==> src/rtl/mips_pkg.sv <==
// Shared MIPS definitions: jump opcodes and the J-type target helpers used by the fetch/decode queue.
package mips_pkg;

  localparam int INSTR_W = 32;
  localparam int ENTRY_W = 2 * INSTR_W;

  localparam logic [5:0] OP_J   = 6'b000010;
  localparam logic [5:0] OP_JAL = 6'b000011;

  // J-type target = {npc[31:28], instr_index, 2'b00}
  localparam int TGT_REGION_W = 4;
  localparam int TGT_INDEX_W  = 26;

  function automatic logic is_jump(input logic [INSTR_W-1:0] instr);
    return (instr[31:26] == OP_J) || (instr[31:26] == OP_JAL);
  endfunction

  function automatic logic [INSTR_W-1:0] jump_target(input logic [INSTR_W-1:0] npc,
                                                     input logic [INSTR_W-1:0] instr);
    return {npc[INSTR_W-1 -: TGT_REGION_W], instr[TGT_INDEX_W-1:0], 2'b00};
  endfunction

endpackage

==> src/rtl/ifq_store.sv <==
// Entry storage for if_id_queue: DEPTH x {npc, instr} register array, cleared by async reset.
module ifq_store
  import mips_pkg::*;
#(
  parameter int DEPTH = 2,
  parameter int PTR_W = 1
) (
  input  logic               clk,
  input  logic               rst_n,
  input  logic               wr_en,
  input  logic [PTR_W-1:0]   wr_ptr,
  input  logic [ENTRY_W-1:0] wr_data,
  input  logic [PTR_W-1:0]   rd_ptr,
  output logic [ENTRY_W-1:0] rd_data
);

  logic [ENTRY_W-1:0] mem [DEPTH];

  always_ff @(posedge clk or negedge rst_n) begin
    if (!rst_n) begin
      for (int i = 0; i < DEPTH; i++) mem[i] <= '0;
    end else if (wr_en) begin
      mem[wr_ptr] <= wr_data;
    end
  end

  assign rd_data = mem[rd_ptr];

endmodule

==> src/rtl/if_id_queue.sv <==
// IF/ID decoupling queue between fetch and decode; optional early j/jal redirect
// at the queue head when IFQ_JUMP_REDIRECT_EN is defined.
module if_id_queue
  import mips_pkg::*;
#(
  parameter int DEPTH = 2
) (
  input  logic        clk,
  input  logic        rst_n,
  input  logic        f_valid,
  input  logic [31:0] f_npc,
  input  logic [31:0] f_instr,
  output logic        stall,
  output logic [31:0] targPC,
  output logic        PCwre,
  input  logic        flush,
  output logic        d_valid,
  input  logic        d_ready,
  output logic [31:0] d_npc,
  output logic [31:0] d_instr
);

  localparam int PTR_W = (DEPTH > 1) ? $clog2(DEPTH) : 1;
  localparam logic [PTR_W:0] FULL_CNT = PTR_W'(DEPTH) == '0 ? {1'b1, {PTR_W{1'b0}}} : (PTR_W+1)'(DEPTH);

  logic [PTR_W:0]     count_q;
  logic [PTR_W-1:0]   wr_ptr_q, rd_ptr_q;
  logic [ENTRY_W-1:0] head;
  logic               push, pop, redirect;

  assign stall   = (count_q == FULL_CNT);
  assign d_valid = (count_q != '0);
  assign d_npc   = d_valid ? head[ENTRY_W-1:INSTR_W] : '0;
  assign d_instr = d_valid ? head[INSTR_W-1:0]       : '0;

  // A flush overrides everything in its cycle, including the pop that would trigger a redirect
  assign pop = d_valid && d_ready && !flush;

`ifdef IFQ_JUMP_REDIRECT_EN
  assign redirect = pop && is_jump(d_instr);
  assign targPC   = redirect ? jump_target(d_npc, d_instr) : '0;
`else
  assign redirect = 1'b0;
  assign targPC   = '0;
`endif

  assign PCwre = redirect;
  assign push  = f_valid && !stall && !flush && !redirect;

  always_ff @(posedge clk or negedge rst_n) begin
    if (!rst_n) begin
      count_q  <= '0;
      wr_ptr_q <= '0;
      rd_ptr_q <= '0;
    end else if (flush || redirect) begin
      count_q  <= '0;
      wr_ptr_q <= '0;
      rd_ptr_q <= '0;
    end else begin
      if (push) wr_ptr_q <= wr_ptr_q + PTR_W'(1);
      if (pop)  rd_ptr_q <= rd_ptr_q + PTR_W'(1);
      case ({push, pop})
        2'b10:   count_q <= count_q + (PTR_W+1)'(1);
        2'b01:   count_q <= count_q - (PTR_W+1)'(1);
        default: count_q <= count_q;
      endcase
    end
  end

  ifq_store #(
    .DEPTH (DEPTH),
    .PTR_W (PTR_W)
  ) u_store (
    .clk     (clk),
    .rst_n   (rst_n),
    .wr_en   (push),
    .wr_ptr  (wr_ptr_q),
    .wr_data ({f_npc, f_instr}),
    .rd_ptr  (rd_ptr_q),
    .rd_data (head)
  );

endmodule

==> config.mk <==
export PLATFORM = sky130hd
export DESIGN_NAME = if_id_queue
export DESIGN_NICKNAME = d
export VERILOG_FILES = /design/src/rtl/mips_pkg.sv /design/src/rtl/ifq_store.sv /design/src/rtl/if_id_queue.sv
export SDC_FILE = /design/constraint.sdc
export NUM_CORES = 1
export LEC_CHECK = 0
export BUFFER_PORTS_ARGS = -buffer_cell sky130_fd_sc_hd__buf_2
export CORE_MARGIN = 3
export CORE_UTILIZATION = 40
export CTS_BUF_LIST = sky130_fd_sc_hd__clkbuf_2 sky130_fd_sc_hd__clkbuf_4 sky130_fd_sc_hd__clkbuf_8
export DETAILED_ROUTE_END_ITERATION = 7
export GPL_TIMING_DRIVEN = 0
export SETUP_SLACK_MARGIN = 0.05
export SLEW_MARGIN = 20
export SYNTH_ARGS = -nofsm -noshare
export SYNTH_HDL_FRONTEND = slang
export SYNTH_SLANG_ARGS = --single-unit
export TNS_END_PERCENT = 5
==> constraint.sdc <==
create_clock -name clk -period 3.6 [get_ports clk]
set_input_delay 0.36 -clock clk [delete_from_list [all_inputs] [get_ports clk]]
set_output_delay 0.36 -clock clk [all_outputs]
set_load 0.03 [all_outputs]
Word-level counts from Yosys, hierarchy flattened
Cells that the tools add are included.
- output and inout port bits: 99
- flip-flop bits (word level): 132
- word-level logic and storage cells: 42
- add/subtract/negate cells: 4
- magnitude comparators: 3
- mux-type cells: 14
- eq/ne operators: 3
- bitwise logic cells: 2
- reduce and logical (&&, ||, !) cells: 11
- operators by type and width (cell ; number):
    two-way mux 64 bit ; 4
    bitwise mux 128 bit ; 1
    demux 64 bit (select 1 bit) ; 1
    two-way mux 32 bit ; 2
    nonzero test 2 bit ; 3
    logical AND 1 bit ; 5
    equality test 2 bit, second input constant ; 2
    greater-or-equal comparator 2 bit, second input constant ; 2
    two-way mux 1 bit ; 4
    inverter 1 -> 2 bit ; 2
    case mux 2 bit (2 select lines) ; 1
    nonzero test 3 bit ; 1
    adder 1 bit, second input constant ; 2
    adder 2 x 1 -> 2 bit, second input constant ; 1
    equality test 2 x 1 -> 1 bit, second input constant ; 1
    zero test 1 bit ; 2
    < comparator 2 x 1 -> 1 bit, second input constant ; 1
    two-way mux 2 bit ; 1
    subtractor 2 x 1 -> 2 bit, second input constant ; 1

Logic depth before layout (Yosys ltp)
Gate-level depths: netlist of run 1.
- word-level depth: 7
- mapped depth: 5

Hierarchy
From an unflattened synthesis of run 1, not the netlist that was laid out.
- cell total of the unflattened synthesis: 472
- area, all modules: 6827.8 um2
- by module, submodules not included (module ; area each (um2) ; instances ; cells an instance):
    ifq_store ; 5886.9 ; 1 ; 342
    if_id_queue ; 940.9 ; 1 ; 130

Worst setup path after synthesis of run 1
Ideal clock, no wire load.
- kind: reg2out
- start point: register rd_ptr_q
- end point: output d_instr[0]
- cell stages (with the launch flop): 5
- buffers on the path: 2
- setup slack: 1749 ps
- arrival time: 1491 ps
- cells stage by stage: dfrtp_1 > clkbuf_1 > buf_2 > mux2i_1 > nor2_1
- cells in the longest elaborated chain, start to end: 5
- RTL lines (what ; RTL line ; text):
    start: declaration ; if_id_queue.sv:27 ; logic [PTR_W-1:0] wr_ptr_q, rd_ptr_q;
    start signal: assignment ; if_id_queue.sv:61 ; if (pop) rd_ptr_q <= rd_ptr_q + PTR_W'(1);
    inverter 1 -> 2 bit (implied by the code) ; ifq_store.sv:27 ; assign rd_data = mem[rd_ptr];
    two-way mux 64 bit (implied by the code) (3 in a row) ; ifq_store.sv:27 ;
    two-way mux 32 bit ; if_id_queue.sv:34 ; assign d_instr = d_valid ? head[INSTR_W-1:0] : '0;
    end: declaration ; if_id_queue.sv:20 ; output logic [31:0] d_instr
No other way between the ends. The select of a mux whose other input is x is not followed.

Worst setup path after layout of run 1
- start point: register count_q[0]
- end point: output d_instr[5]
- cells in the longest elaborated chain, start to end: 2
- RTL lines (what ; RTL line ; text):
    start: declaration ; if_id_queue.sv:26 ; logic [PTR_W:0] count_q;
    start signal: assignment ; if_id_queue.sv:63 ; 2'b10: count_q <= count_q + (PTR_W+1)'(1);
    start signal: assignment ; if_id_queue.sv:64 ; 2'b01: count_q <= count_q - (PTR_W+1)'(1);
    start signal: assignment ; if_id_queue.sv:65 ; default: count_q <= count_q;
    nonzero test 2 bit ; if_id_queue.sv:32 ; assign d_valid = (count_q != '0);
    two-way mux 32 bit ; if_id_queue.sv:34 ;
No other way between the ends.

==> results of run 1 <==
## power by group
group | internal (mW) | switching (mW)
Combinational | 0.502 | 0.540
Clock | 0.618 | 0.547
Sequential | 1.84 | 0.173
## critical path, delay by kind of cell (launching register included)
kind                   cells  cell delay [ns]
buffers and inverters      3             1.14
flip-flops                 1             0.42
AND/OR/NAND/NOR            2             0.37
## per-layer routing
layer / GRT usage / vias to the layer above / wire length [um]
li1: - / 1932 / -
met1: 0.1965 / 2017 / 5620
met2: 0.2674 / 112 / 6589
met3: 0.04789 / 16 / 840
met4: 0.06418 / 0 / 217
met5: 0 / - / 0
## worst max path at each step
stage	endpoint	cells past startpoint	slack, ns	start
after floorplan	d_instr[0]	4	1.75	rd_ptr_q
after global placement	u_store.mem[24]	1	0.47	rst_n
after detailed placement	d_instr[0]	5	1.29	count_q[0]
after CTS	d_instr[0]	5	0.79	count_q[0]
after global routing	d_instr[22]	5	0.66	count_q[0]
final	d_instr[5]	5	0.87	count_q[0]
## repair_timing
item / CTS / global route
hold buffers: 1 / 0
setup buffers: 0 / 0
hold endpoints to repair: 38 / 0
## layout make-up
| class | instances | area, um^2 | share of cell area |
|---|---|---|---|
| Inverter | 3 | 11.26 | 0.001478 |
| Clock inverter | 9 | 78.83 | 0.01035 |
| Buffer | 60 | 409.1 | 0.05370 |
| Clock buffer | 23 | 297.8 | 0.03909 |
| Multi-Input combinational cell | 307 | 2570 | 0.3373 |
| Timing Repair Buffer | 136 | 718.2 | 0.09427 |
| Tap cell | 184 | 230.2 | 0.03022 |
| Sequential cell | 132 | 3303 | 0.4336 |
## cell usage in the layout, fill, tap and decap left out, types with 3 or more instances in the layout
master                     count
sky130_fd_sc_hd__dfrtp_1     132
sky130_fd_sc_hd__mux2i_1      64
sky130_fd_sc_hd__o21ai_0       3
sky130_fd_sc_hd__mux2_2      124
sky130_fd_sc_hd__buf_1         3
sky130_fd_sc_hd__a21oi_1       3
sky130_fd_sc_hd__conb_1       33
sky130_fd_sc_hd__buf_2       145
sky130_fd_sc_hd__buf_6         6
sky130_fd_sc_hd__buf_4        33
sky130_fd_sc_hd__clkbuf_4      3
sky130_fd_sc_hd__mux2_1        4
sky130_fd_sc_hd__clkinv_2      5
sky130_fd_sc_hd__clkbuf_8     20
sky130_fd_sc_hd__clkbuf_1      6
sky130_fd_sc_hd__nor2_1       67
## sequential cells by signal, summed over array words and instances, names as in the netlist
signal       cells
wr_ptr_q         1
u_store.mem    128
count_q          2
rd_ptr_q         1
## through the flow
stage	instance area (um^2)	setup WS, ns	power, mW	utilization	hold WS (ns)
detailed placement	7232	1.286	3.097	0.4883	0.2568
finish	7619	0.8707	4.218	0.5144	0.1542
floorplan	6294	1.749	2.787	-	0.06441
CTS	7619	0.7853	4.281	0.5144	0.1132
global placement	7194	0.4741	3.030	0.4858	0.4659
global route	7619	0.6640	4.468	0.5144	0.1157
## kinds of logic after synthesis
group,after synthesis
other cells,1
compound gates,9
flops,132
simple gates,72
buf+inv,63
xor+xnor,1
mux,192
==> results.txt, run 1 <==
The register-to-register path setup slack is 1.47 ns. The hold path startpoint is f_instr[11]. The count of distinct cell types in the synthesized netlist came out at 24. Of all nets on the critical path, the largest fanout is 10.

The count of input and output buffers is 134. On the critical path, the stage with the largest delay is an instance of sky130_fd_sc_hd__clkbuf_1. The compound-gate portion of the synthesized area is 0.008512.

The via count of the first global-routing pass is 4203. The global-route wire length before repair came out at 20.89 mm. Dividing the detail-routed wire length by the instance count gives 15.54 um. The initial utilization of the core area, before any placement, comes to 0.4169.

Walking the worst path, the cells encountered are nor2_1, clkbuf_1, clkbuf_1, nor2_1, buf_2. The total number of yosys warnings is 0. Summed over all nets, the half-perimeter wirelength after detailed placement is 9.415 mm. The number of standard cells in the layout, taps in and fillers out is 854. The aggregate negative setup slack came out at 0 ns. The worst voltage drop across the vdd grid is 0.2697 mV. The post-CTS clock slew at the launch and capture registers of the worst setup and hold paths came out at 0.07 ns. The cell count after placement is 821. The total length of routed wires is 13.27 mm. For this design the static power due to leakage is 3.632 nW. In this run the remaining antenna-violating nets after routing total 0. The chip width is 130.2 um. The biggest area contributor in the post-synthesis netlist is sky130_fd_sc_hd__dfrtp_1.

The reported max-cap violation count is 0. For this run, design rule violations remaining after detail routing come to 0. The reg-to-reg critical path endpoint is u_store.mem[92].

The netlist area before placement came out at 6173 um^2. The transition time of the tightest slew-check pin came out at 0.9097 ns. The initial detailed-routing violation count is 87. The total of cells resized after clock tree synthesis is 0. The weighted congestion at the end of routability-driven global placement came out at 0.6854. The number of diodes added for antenna fixing is 0. The worst setup path is launched from a flip-flop. The startpoint of the most critical register-to-register path is count_q[1]. The area share of and/or/nand/nor cells after synthesis came out at 0.04905. The count of vias placed by the detailed router is 4077. The number of flip-flops and latches in the synthesized netlist came out at 132.

The relative max-transition margin came out at 0.3890. By count the netlist is led by 132 x sky130_fd_sc_hd__dfrtp_1, 124 x sky130_fd_sc_hd__mux2_2, 67 x sky130_fd_sc_hd__nor2_1. The number of enable flip-flop cells after synthesis came out at 0. Clock skew on the completed layout was measured at 0.01207 ns.

The final max-slew violation count came to 0. The filler cells instantiated in the layout total 1328. The critical path's largest stage delay is 0.48 ns. The depth of the most critical reg-to-reg path came out at 5. Data arrives at the worst endpoint at 2.37 ns. Using the TritonRoute via totals, the vias-per-cell ratio works out to 4.774. TritonCTS built the clock tree. The flow ran to the end, and the final reports show no timing, DRC or antenna violations. The combinational family with the most area after synthesis is multiplexers. The synthesized area per cell came out at 13.13 um^2.

The area share of fa/ha/maj cells after synthesis is 0. The die covers 16960 um^2. Of all flip-flops after synthesis, the portion carrying an async set or reset was 1.000. The shortest period the worst path allows came out at 2.729 ns. The worst endpoint required time is 3.24 ns.

By instance count, the leading cell after synthesis is sky130_fd_sc_hd__dfrtp_1. The count of mapped cells out of synthesis came out at 470. The site row count came out at 44. The core region is 14810 um^2. The root buffer cell chosen for the clock tree is sky130_fd_sc_hd__clkbuf_8. Setup violations remaining at the end of the flow were counted as 0. The type of the most critical hold path is in2reg.

The count of final hold-check violations came out at 0. The H-tree was split into 4 levels. The XOR/XNOR share of the synthesized area is 0.001419. The total number of nets in the final design is 726. The share of cells above drive strength 1 came out at 0.5134. The power per unit of standard cell area came out at 553.7 nW/um^2. The number of instances on the worst hold path is 2. The mux share of post-synthesis cell area is 0.3373. The CTS buffer count came out at 17. The worst hold path terminates at u_store.mem[75]. The number of buffers between clock root and the deepest sink is 2. The number of antenna violations at the first check in global routing came out at 0. The sequential fraction of the synthesis area came out at 0.5351. Among all flip-flop cells after synthesis, the most frequent one is sky130_fd_sc_hd__dfrtp_1. The layout overhead on the synthesized area is 23.41%. For this design, the sink count on the clock tree is 132. Entering global routing, the biggest net connects 95 pins. The clock reaches the later pin of the worst-skew pair after 0.44 ns.

The y dimension of the die came out at 130.2 um. The final clock period utilization by the worst path came out at 0.7581. Sorting the synthesized cells by area gives the leading types as sky130_fd_sc_hd__dfrtp_1 54%, sky130_fd_sc_hd__mux2_2 23%, sky130_fd_sc_hd__mux2i_1 10%, sky130_fd_sc_hd__nor2_1 4.1%, sky130_fd_sc_hd__buf_4 4.0%. Based on the critical path, the design can be clocked at up to 366.4 MHz. The critical path is of the reg2out type.

The worst setup path is captured at an output port. The detailed-routing iteration count for the pre-antenna-repair pass is 4. The global route total overflow came out at 0. Setup repair after global routing left no endpoint under its margin. Of the post-synthesis cell area, the dominant cell type holds 0.5351. The total global-route track usage came out at 0.1608. The total I/O pin count is 168.
Power figures use the tool's default switching activity.
==> run 2: changes to the inputs <==
- ABC_AREA: not set -> 1
- PLACE_DENSITY: not set -> 0.66
- clock period: 3.6 -> 2.48 ns (I/O delays scaled with it)
==> results.txt, run 2 <==
The count of vias placed by the detailed router is 5432 (was 4077). The number of fill cells came out at 1588 (was 1328). The total I/O pin count is 168 (unchanged). The hold path startpoint was f_npc[25] (was f_instr[11]). The shortest period the worst path allows came out at 2.250 ns. The setup clock skew after layout is 0.01085 ns (was 0.01207 ns). The final clock period utilization by the worst path came out at 0.9071. The via count of the first global-routing pass is 5366 (was 4203).

The wire length per cell is 13.55 um (was 15.54 um). The worst voltage drop across the vdd grid came out at 0.5799 mV (was 0.2697 mV). The CTS buffer count is 17 (unchanged). The count of input and output buffers is 134 (unchanged). The number of antenna violations at the first check in global routing was 0 (unchanged).

The post-route worst hold slack came to 0.04907 ns (was 0.1542 ns). The type of the most critical hold path was in2reg (unchanged). The total number of yosys warnings was 0 (unchanged).

The site row count came to 45 (was 44). The root buffer cell is sky130_fd_sc_hd__clkbuf_8 (unchanged). The cell count after placement came to 1141 (was 821). Cell types with the largest area share after synthesis: sky130_fd_sc_hd__dfrtp_1 52%, sky130_fd_sc_hd__nand2_1 16%, sky130_fd_sc_hd__o21ai_2 7.6%, sky130_fd_sc_hd__a21oi_1 5.2%, sky130_fd_sc_hd__o21ai_0 5.2% (was sky130_fd_sc_hd__dfrtp_1 54%, sky130_fd_sc_hd__mux2_2 23%, sky130_fd_sc_hd__mux2i_1 10%, sky130_fd_sc_hd__nor2_1 4.1%, sky130_fd_sc_hd__buf_4 4.0%). The number of flip-flops and latches in the synthesized netlist is 132 (unchanged).

The count of mapped cells out of synthesis is 763 (was 470). The sequential fraction of the synthesis area was 0.5181 (was 0.5351). The total number of nets in the final design came out at 1019 (was 726). The global-route wire length before repair came out at 26.59 mm (was 20.89 mm).

The number of antenna-violating nets in the routed design came out at 0 (unchanged). The count of final hold-check violations came out at 0 (unchanged). The source-to-sink clock delay at the later pin of the worst-skew pair is 0.45 ns (was 0.44 ns). Most frequent cells after synthesis: 266 x sky130_fd_sc_hd__nand2_1, 132 x sky130_fd_sc_hd__dfrtp_1, 73 x sky130_fd_sc_hd__inv_1 (was 132 x sky130_fd_sc_hd__dfrtp_1, 124 x sky130_fd_sc_hd__mux2_2, 67 x sky130_fd_sc_hd__nor2_1). The initial detailed-routing violation count is 322 (was 87). The detailed placement HPWL came to 10.85 mm (was 9.415 mm). The type of origin of the critical path was a flip-flop (unchanged). The detailed-routing iteration count for the pre-antenna-repair pass is 7 (was 4). The transition time of the tightest slew-check pin was 0.6151 ns (was 0.9097 ns). The number of vias per cell came out at 4.627 (was 4.774). Most frequent cells in the layout: 266 x sky130_fd_sc_hd__nand2_1, 146 x sky130_fd_sc_hd__buf_2, 132 x sky130_fd_sc_hd__dfrtp_1, 73 x sky130_fd_sc_hd__inv_1 (was 145 x sky130_fd_sc_hd__buf_2, 132 x sky130_fd_sc_hd__dfrtp_1, 124 x sky130_fd_sc_hd__mux2_2, 67 x sky130_fd_sc_hd__nor2_1, 64 x sky130_fd_sc_hd__mux2i_1).

The global route total overflow is 0 (unchanged). The post-CTS clock slew at the launch and capture registers of the worst setup and hold paths came out at 0.07 ns (about the same). The startpoint of the most critical register-to-register path was count_q[0] (was count_q[1]).

The number of buffers between clock root and the deepest sink is 2 (unchanged). The layout overhead on the synthesized area came out at 24.86% (was 23.41%). The largest register by flop count is u_store.mem (unchanged).

The power per unit of standard cell area came out at 1200 nW/um^2 (was 553.7 nW/um^2). The slowest cell on the critical path was sky130_fd_sc_hd__dfrtp_1 (was sky130_fd_sc_hd__clkbuf_1). The critical path's largest stage delay came to 0.38 ns (was 0.48 ns). The depth of the most critical reg-to-reg path came out at 8 (was 5). The chip width was 132.3 um (was 130.2 um). The maximum clock frequency is 444.5 MHz. The end point of the worst hold path was u_store.mem[121] (was u_store.mem[75]).

The CTS sink count came out at 132 (unchanged). The endpoint type of the worst setup path was an output port (unchanged). The share of cells above drive strength 1 is 0.3105 (was 0.5134). The weighted congestion at the end of routability-driven global placement came to 0.7906 (was 0.6854).

The worst endpoint required time is 2.23 ns (was 3.24 ns). The TritonCTS clock tree was built (unchanged). The total DRC errors in the routed layout came out at 0 (unchanged).

The synthesized area per cell came out at 8.357 um^2 (was 13.13 um^2). The number of flip-flops in the largest register is 128 (unchanged). The dominant cell by count in the synthesized netlist is sky130_fd_sc_hd__nand2_1 (was sky130_fd_sc_hd__dfrtp_1). RSZ-0062 raised after global routing: no (unchanged). Sequence of cells on the critical path: inv_1, buf_2, buf_2, nand2_1, a21oi_1, buf_2 (was nor2_1, clkbuf_1, clkbuf_1, nor2_1, buf_2). The top-area cell type share of the netlist area is 0.5181 (was 0.5351). The maximum number of pins on one net before global-route repair came out at 68 (was 95). The count of distinct cell types in the synthesized netlist was 20 (was 24). The relative max-transition margin was 0.5899 (was 0.3890). The dominant cell type by count on the critical path is sky130_fd_sc_hd__buf_2. The floorplan die area was 17490 um^2 (was 16960 um^2). The total global-route track usage came to 0.1885 (was 0.1608). The y dimension of the die came to 132.3 um (was 130.2 um).

The number of diodes added for antenna fixing is 0 (unchanged). The netlist area before placement came out at 6376 um^2 (was 6173 um^2). The static power due to leakage is 4.310 nW (was 3.632 nW). The leading register cell type out of synthesis is sky130_fd_sc_hd__dfrtp_1 (unchanged). The area inside the core boundary is 15370 um^2 (was 14810 um^2). The final max-slew violation count came out at 0 (unchanged). The starting utilization of the core area is 0.4148 (was 0.4169). The leading cell type in the layout, fill and taps excluded was sky130_fd_sc_hd__nand2_1 (was sky130_fd_sc_hd__buf_2). The total length of routed wires is 15.91 mm (was 13.27 mm). The biggest area consumer among synthesized cells was sky130_fd_sc_hd__dfrtp_1 (unchanged). The register-to-register path setup slack came out at 0.79 ns (was 1.47 ns). Status: finished clean (unchanged).

The number of H-tree branching levels is 4 (unchanged). The top fanout value on the critical path is 10 (unchanged). The number of instances on the worst hold path is 3 (was 2). The worst path arrival time is 2.00 ns (was 2.37 ns). The final setup violation count is 0 (unchanged). The reported max-cap violation count came out at 0 (unchanged). Largest regs: u_store.mem: 128 flops, count_q: 2 flops (unchanged).

The reg-to-reg critical path endpoint is u_store.mem[63] (was u_store.mem[92]). The share of flip-flops with an asynchronous set or reset was 1.000 (unchanged). The category of the most critical setup path is reg2out (unchanged). The number of enable flip-flop cells after synthesis was 0 (unchanged).

The number of standard cells in the layout, taps in and fillers out was 1174 (was 854).
==> run 2: final cells by class <==
cell class | instances | area, um^2 | area share
Buffer | 82 | 563.0 | 0.07072
Clock inverter | 8 | 145.1 | 0.01823
Sequential cell | 132 | 3303 | 0.4149
Inverter | 74 | 277.8 | 0.03489
Tap cell | 211 | 264.0 | 0.03316
Timing Repair Buffer | 136 | 718.2 | 0.09021
Multi-Input combinational cell | 507 | 2372 | 0.2980
Clock buffer | 24 | 317.8 | 0.03992
==> run 2: worst max-delay path, delay by kind of cell, from the launching register on <==
| kind | cells | cell delay [ns] |
|---|---|---|
| AO/OA/AOI/OAI | 1 | 0.22 |
| buffers and inverters | 4 | 0.89 |
| flip-flops | 1 | 0.38 |
| AND/OR/NAND/NOR | 1 | 0.07 |
==> run 2: cell families after synthesis <==
| logic type | Yosys count | share of synthesized area |
|---|---|---|
| AO/OA/AOI/OAI | 196 | 0.1862 |
| buffers and inverters | 156 | 0.1287 |
| flip-flops | 132 | 0.5181 |
| other | 1 | 0.0005881 |
| AND/OR/NAND/NOR | 278 | 0.1664 |
==> run 2: repair_timing <==
item / 4_1_cts / 5_1_grt
buffers inserted: 0 / 0
pin swaps: 0 / 0
cloned: 0 / 0
hold buffers: 1 / 0
setup endpoints to repair: 60 / 48
hold endpoints to repair: 66 / 0
gates resized for setup: 4 / 18
==> run 2: worst max-delay path by stage <==
stage,end,cells after the start,from
floorplan,d_npc[21],4,rd_ptr_q
global placement,u_store.mem[91],1,rst_n
detailed placement,d_npc[19],5,rd_ptr_q
CTS,d_npc[28],6,rd_ptr_q
global route,d_instr[21],6,rd_ptr_q
finish,d_npc[19],6,rd_ptr_q
==> run 2: routing by layer <==
metal  part of all wire  GRT usage  routed length [um]  vias to the layer above
li1                   -          -                   -                     2706
met1               0.45     0.2534                7219                     2540
met2               0.47     0.3044                7504                      167
met3              0.062    0.04656                 993                       19
met4              0.012    0.05543                 195                        0
met5                  0          0                   0                        -
==> run 2: report_power, final <==
group          internal, mW  switching (mW)
combinational          1.28            2.59
clock                  1.25           0.820
sequential             3.13           0.489
total                  5.66            3.90
==> run 2: metrics by stage <==
step	util	setup slack [ns]	setup TNS [ns]	power, mW	area, um^2
after global placement	0.4834	-0.6502	-84.53	7.445	7431
after global routing	0.5179	0.07241	0	10.27	7961
final	0.5179	0.2303	0	9.554	7961
after detailed placement	0.4859	0.3662	0	7.530	7468
after CTS	0.5170	0.04903	0	9.650	7946
after floorplan	-	0.7818	0	6.421	6496
==> run 3: changes to the inputs <==
- CORE_UTILIZATION: 40 -> 25
- PLACE_DENSITY: 0.66 -> not set
- REMOVE_ABC_BUFFERS: not set -> 1
==> results.txt, run 3 (same netlist as run 2, synthesis figures left out) <==
The post-CTS clock slew at the launch and capture registers of the worst setup and hold paths is 0.08 ns (was 0.07 ns). The number of antenna-violating nets in the routed design came out at 0 (unchanged). The share of total power in sequential cells is 0.391 (was 0.378). The share of power burned in the clock network was 0.197 (was 0.217).

The maximum clock frequency came out at 441.9 MHz (was 444.5 MHz). The type of the most critical hold path was in2reg (unchanged). The register-to-register path setup slack came out at 0.64 ns (was 0.79 ns). The root buffer cell is sky130_fd_sc_hd__clkbuf_8 (unchanged). The starting utilization of the core area came out at 0.2584 (was 0.4148). The category of the most critical setup path is reg2out (unchanged).

The worst voltage drop across the vdd grid came out at 0.6299 mV (was 0.5799 mV). The slowest cell on the critical path is sky130_fd_sc_hd__dfrtp_4 (was sky130_fd_sc_hd__dfrtp_1). The weighted congestion at the end of routability-driven global placement is 0.6931 (was 0.7906). The post-route worst hold slack is 0.07086 ns (was 0.04907 ns). The worst path arrival time came to 2.01 ns (was 2.00 ns).

The setup clock skew after layout came out at 0.01308 ns (was 0.01085 ns). The global-route met3 utilization is 0.03337 (was 0.04656). The y dimension of the die is 165.7 um (was 132.3 um). The area of all sequential standard cells came out at 3307 um^2 (was 3303 um^2). The number of H-tree branching levels came out at 4 (unchanged). The number of diodes added for antenna fixing came out at 0 (unchanged). The number of vias per cell was 4.179 (was 4.627). The pre-CTS setup slack is 0.1662 ns (was 0.3662 ns). The number of fill cells came out at 2731 (was 1588). The top fanout value on the critical path came to 36 (was 10). The logic depth of the worst path, buffers included came out at 6 (unchanged). The via count of the first global-routing pass came out at 5007 (was 5366). The CTS sink count came out at 132 (unchanged). The static power due to leakage came out at 4.028 nW (was 4.310 nW). The floorplan die area came out at 27460 um^2 (was 17490 um^2). The smallest setup slack after layout came out at 0.2171 ns (was 0.2303 ns).

The cell area reported after detailed placement came out at 7258 um^2 (was 7468 um^2). The total DRC errors in the routed layout is 0 (unchanged). The area inside the core boundary is 24680 um^2 (was 15370 um^2). The power per unit of standard cell area is 1209 nW/um^2 (was 1200 nW/um^2). The end of the critical path is d_instr[30] (was d_npc[19]). The CTS buffer count is 17 (unchanged). The worst endpoint required time was 2.23 ns (about the same). The final clock period utilization by the worst path is 0.9125 (was 0.9071). The critical path's largest stage delay is 0.50 ns (was 0.38 ns). The relative max-transition margin came to 0.5842 (was 0.5899). The global-route wire length before repair is 25.91 mm (was 26.59 mm). The reported max-cap violation count came to 0 (unchanged). The kind of cell with the highest combined delay on the critical path was buffers and inverters (unchanged). The most congested layer reported by global routing is met2 (unchanged). The internal power of the cells was 5.389 mW (was 5.657 mW). The TritonCTS clock tree is built (unchanged).

The count of final hold-check violations came to 0 (unchanged). The number of flip-flops in the largest register came out at 128 (unchanged). The maximum number of pins on one net before global-route repair was 71 (was 68). The count of input and output buffers is 134 (unchanged). The count of vias placed by the detailed router came to 5069 (was 5432).

The detailed placement HPWL came to 10.29 mm (was 10.85 mm). The wire length per cell is 12.72 um (was 13.55 um). The detailed-routing iteration count for the pre-antenna-repair pass was 5 (was 7). The shortest period the worst path allows is 2.263 ns (was 2.250 ns).

The transition time of the tightest slew-check pin came to 0.6237 ns (was 0.6151 ns). The critical path launch point is rd_ptr_q (unchanged). The met1 usage is 0.1540 (was 0.2534). The source-to-sink clock delay at the later pin of the worst-skew pair is 0.43 ns (was 0.45 ns). The aggregate negative setup slack came to 0 ns (unchanged). The area used by multi-input combinational logic came out at 2387 um^2 (was 2372 um^2).

The final max-slew violation count came to 0 (unchanged). The initial detailed-routing violation count is 362 (was 322). The number of buffers between clock root and the deepest sink is 2 (unchanged). The site row count is 57 (was 45).

The total global-route track usage is 0.1137 (was 0.1885). The layout overhead on the synthesized area came out at 20.84% (was 24.86%). The total length of routed wires came out at 15.42 mm (was 15.91 mm). The count of buffering cells on the critical path with inverters included came out at 4 (unchanged). The met2 usage came out at 0.1820 (was 0.3044). Sequence of cells on the critical path: buf_12, inv_16, buf_16, nand2_1, a21oi_1, buf_2 (was inv_1, buf_2, buf_2, nand2_1, a21oi_1, buf_2). The share of total power in combinational logic is 0.412 (was 0.405). The depth of the most critical reg-to-reg path came to 8 (unchanged). Status: finished clean (unchanged). The reg-to-reg critical path endpoint was u_store.mem[11] (was u_store.mem[63]). The total I/O pin count came out at 168 (unchanged).

The overall power consumption is 9.318 mW (was 9.554 mW). The global route total overflow came out at 0 (unchanged). Largest regs: u_store.mem: 128 flops, count_q: 2 flops (unchanged). The startpoint of the most critical register-to-register path was count_q[0] (unchanged). The share of cells above drive strength 1 is 0.2677 (was 0.3105). The switching power is 3.929 mW (was 3.897 mW). The type of origin of the critical path is a flip-flop (unchanged). The finished layout cell area was 7705 um^2 (was 7961 um^2).

The final setup violation count is 0 (unchanged). Most frequent cells in the layout: 265 x sky130_fd_sc_hd__nand2_1, 132 x sky130_fd_sc_hd__buf_2, 131 x sky130_fd_sc_hd__dfrtp_1, 72 x sky130_fd_sc_hd__inv_1 (was 266 x sky130_fd_sc_hd__nand2_1, 146 x sky130_fd_sc_hd__buf_2, 132 x sky130_fd_sc_hd__dfrtp_1, 73 x sky130_fd_sc_hd__inv_1). The switching power share of the total is 0.4216 (was 0.4079). The endpoint type of the worst setup path is an output port (unchanged).

RSZ-0062 raised after global routing: no (unchanged). The leading cell type in the layout, fill and taps excluded is sky130_fd_sc_hd__nand2_1 (unchanged). The total number of nets in the final design was 946 (was 1019). The chip width is 165.7 um (was 132.3 um).

The largest register by flop count is u_store.mem (unchanged). The number of antenna violations at the first check in global routing came out at 0 (unchanged).
[run 3: cell types whose count changed in the layout (fill, tap and decap cells not counted), moves of 2 or more]
cell / change
sky130_fd_sc_hd__buf_12: +2
sky130_fd_sc_hd__buf_16: +5
sky130_fd_sc_hd__buf_2: -14
sky130_fd_sc_hd__buf_4: -32
sky130_fd_sc_hd__buf_6: -12
sky130_fd_sc_hd__bufinv_16: -2
sky130_fd_sc_hd__clkbuf_1: -9
sky130_fd_sc_hd__clkbuf_2: -14
sky130_fd_sc_hd__clkbuf_4: +3
sky130_fd_sc_hd__clkbuf_8: -3
sky130_fd_sc_hd__clkinv_4: +2
[run 3: layout make-up]
| class | count | area share |
|---|---|---|
| Clock buffer | 23 | 0.03784 |
| Multi-Input combinational cell | 507 | 0.3098 |
| Inverter | 74 | 0.03816 |
| Clock inverter | 8 | 0.01332 |
| Sequential cell | 132 | 0.4292 |
| Tap cell | 324 | 0.05261 |
| Timing Repair Buffer | 145 | 0.1190 |
[run 3: power by group through the flow]
stage	Sequential, mW	Clock [mW]	Combinational [mW]
after global placement	3.70	0	3.36
after floorplan	3.59	0	2.66
after CTS	3.63	1.95	3.89
after detailed placement	3.71	0	3.81
final	3.64	1.84	3.84
after global routing	3.76	2.02	4.30
[run 3: worst reg2reg max path: stages, from the launching register on]
cell and delay (ns):
sky130_fd_sc_hd__dfrtp_1 0.45, sky130_fd_sc_hd__inv_2 0.10, sky130_fd_sc_hd__nand2_2 0.07, sky130_fd_sc_hd__nand3_2 0.09, sky130_fd_sc_hd__inv_1 0.08, sky130_fd_sc_hd__nand2_4 0.45, sky130_fd_sc_hd__buf_16 0.30, sky130_fd_sc_hd__nand2_1 0.15
sky130_fd_sc_hd__o21ai_0 0.08
[run 3: through the flow]
| step | instances | utilization |
|---|---|---|
| after global placement | 1171 | 0.2849 |
| after CTS | 1213 | 0.3117 |
| after floorplan | 713 | - |
| after global routing | 1213 | 0.3122 |
| after detailed placement | 1179 | 0.2941 |
| final | 1213 | 0.3122 |
[run 3: how the worst min path moves through the flow]
stage	start	end	slack [ns]	cells after the start
finish	f_npc[30]	u_store.mem[126]	0.07	3
global route	f_npc[20]	u_store.mem[116]	0.04	3
CTS	f_npc[30]	u_store.mem[126]	0.03	3
detailed placement	rst_n	u_store.mem[74]	0.23	1
global placement	u_store.mem[74]	u_store.mem[74]	0.46	2
floorplan	rst_n	count_q[0]	-0.05	0
[run 3: per-layer routing]
layer | vias up | share of wire
met1 | 2383 | 0.48
met2 | 128 | 0.47
met3 | 6 | 0.050
met5 | - | 0
li1 | 2552 | -
met4 | 0 | 0.0065
[run 3: what timing repair did]
| action | CTS | global route |
|---|---|---|
| gates resized for setup | 3 | 3 |
| setup endpoints to repair | 64 | 4 |
| hold buffers | 1 | 0 |
| buffers inserted | 2 | 0 |
| endpoints found under the hold margin | 63 | 0 |
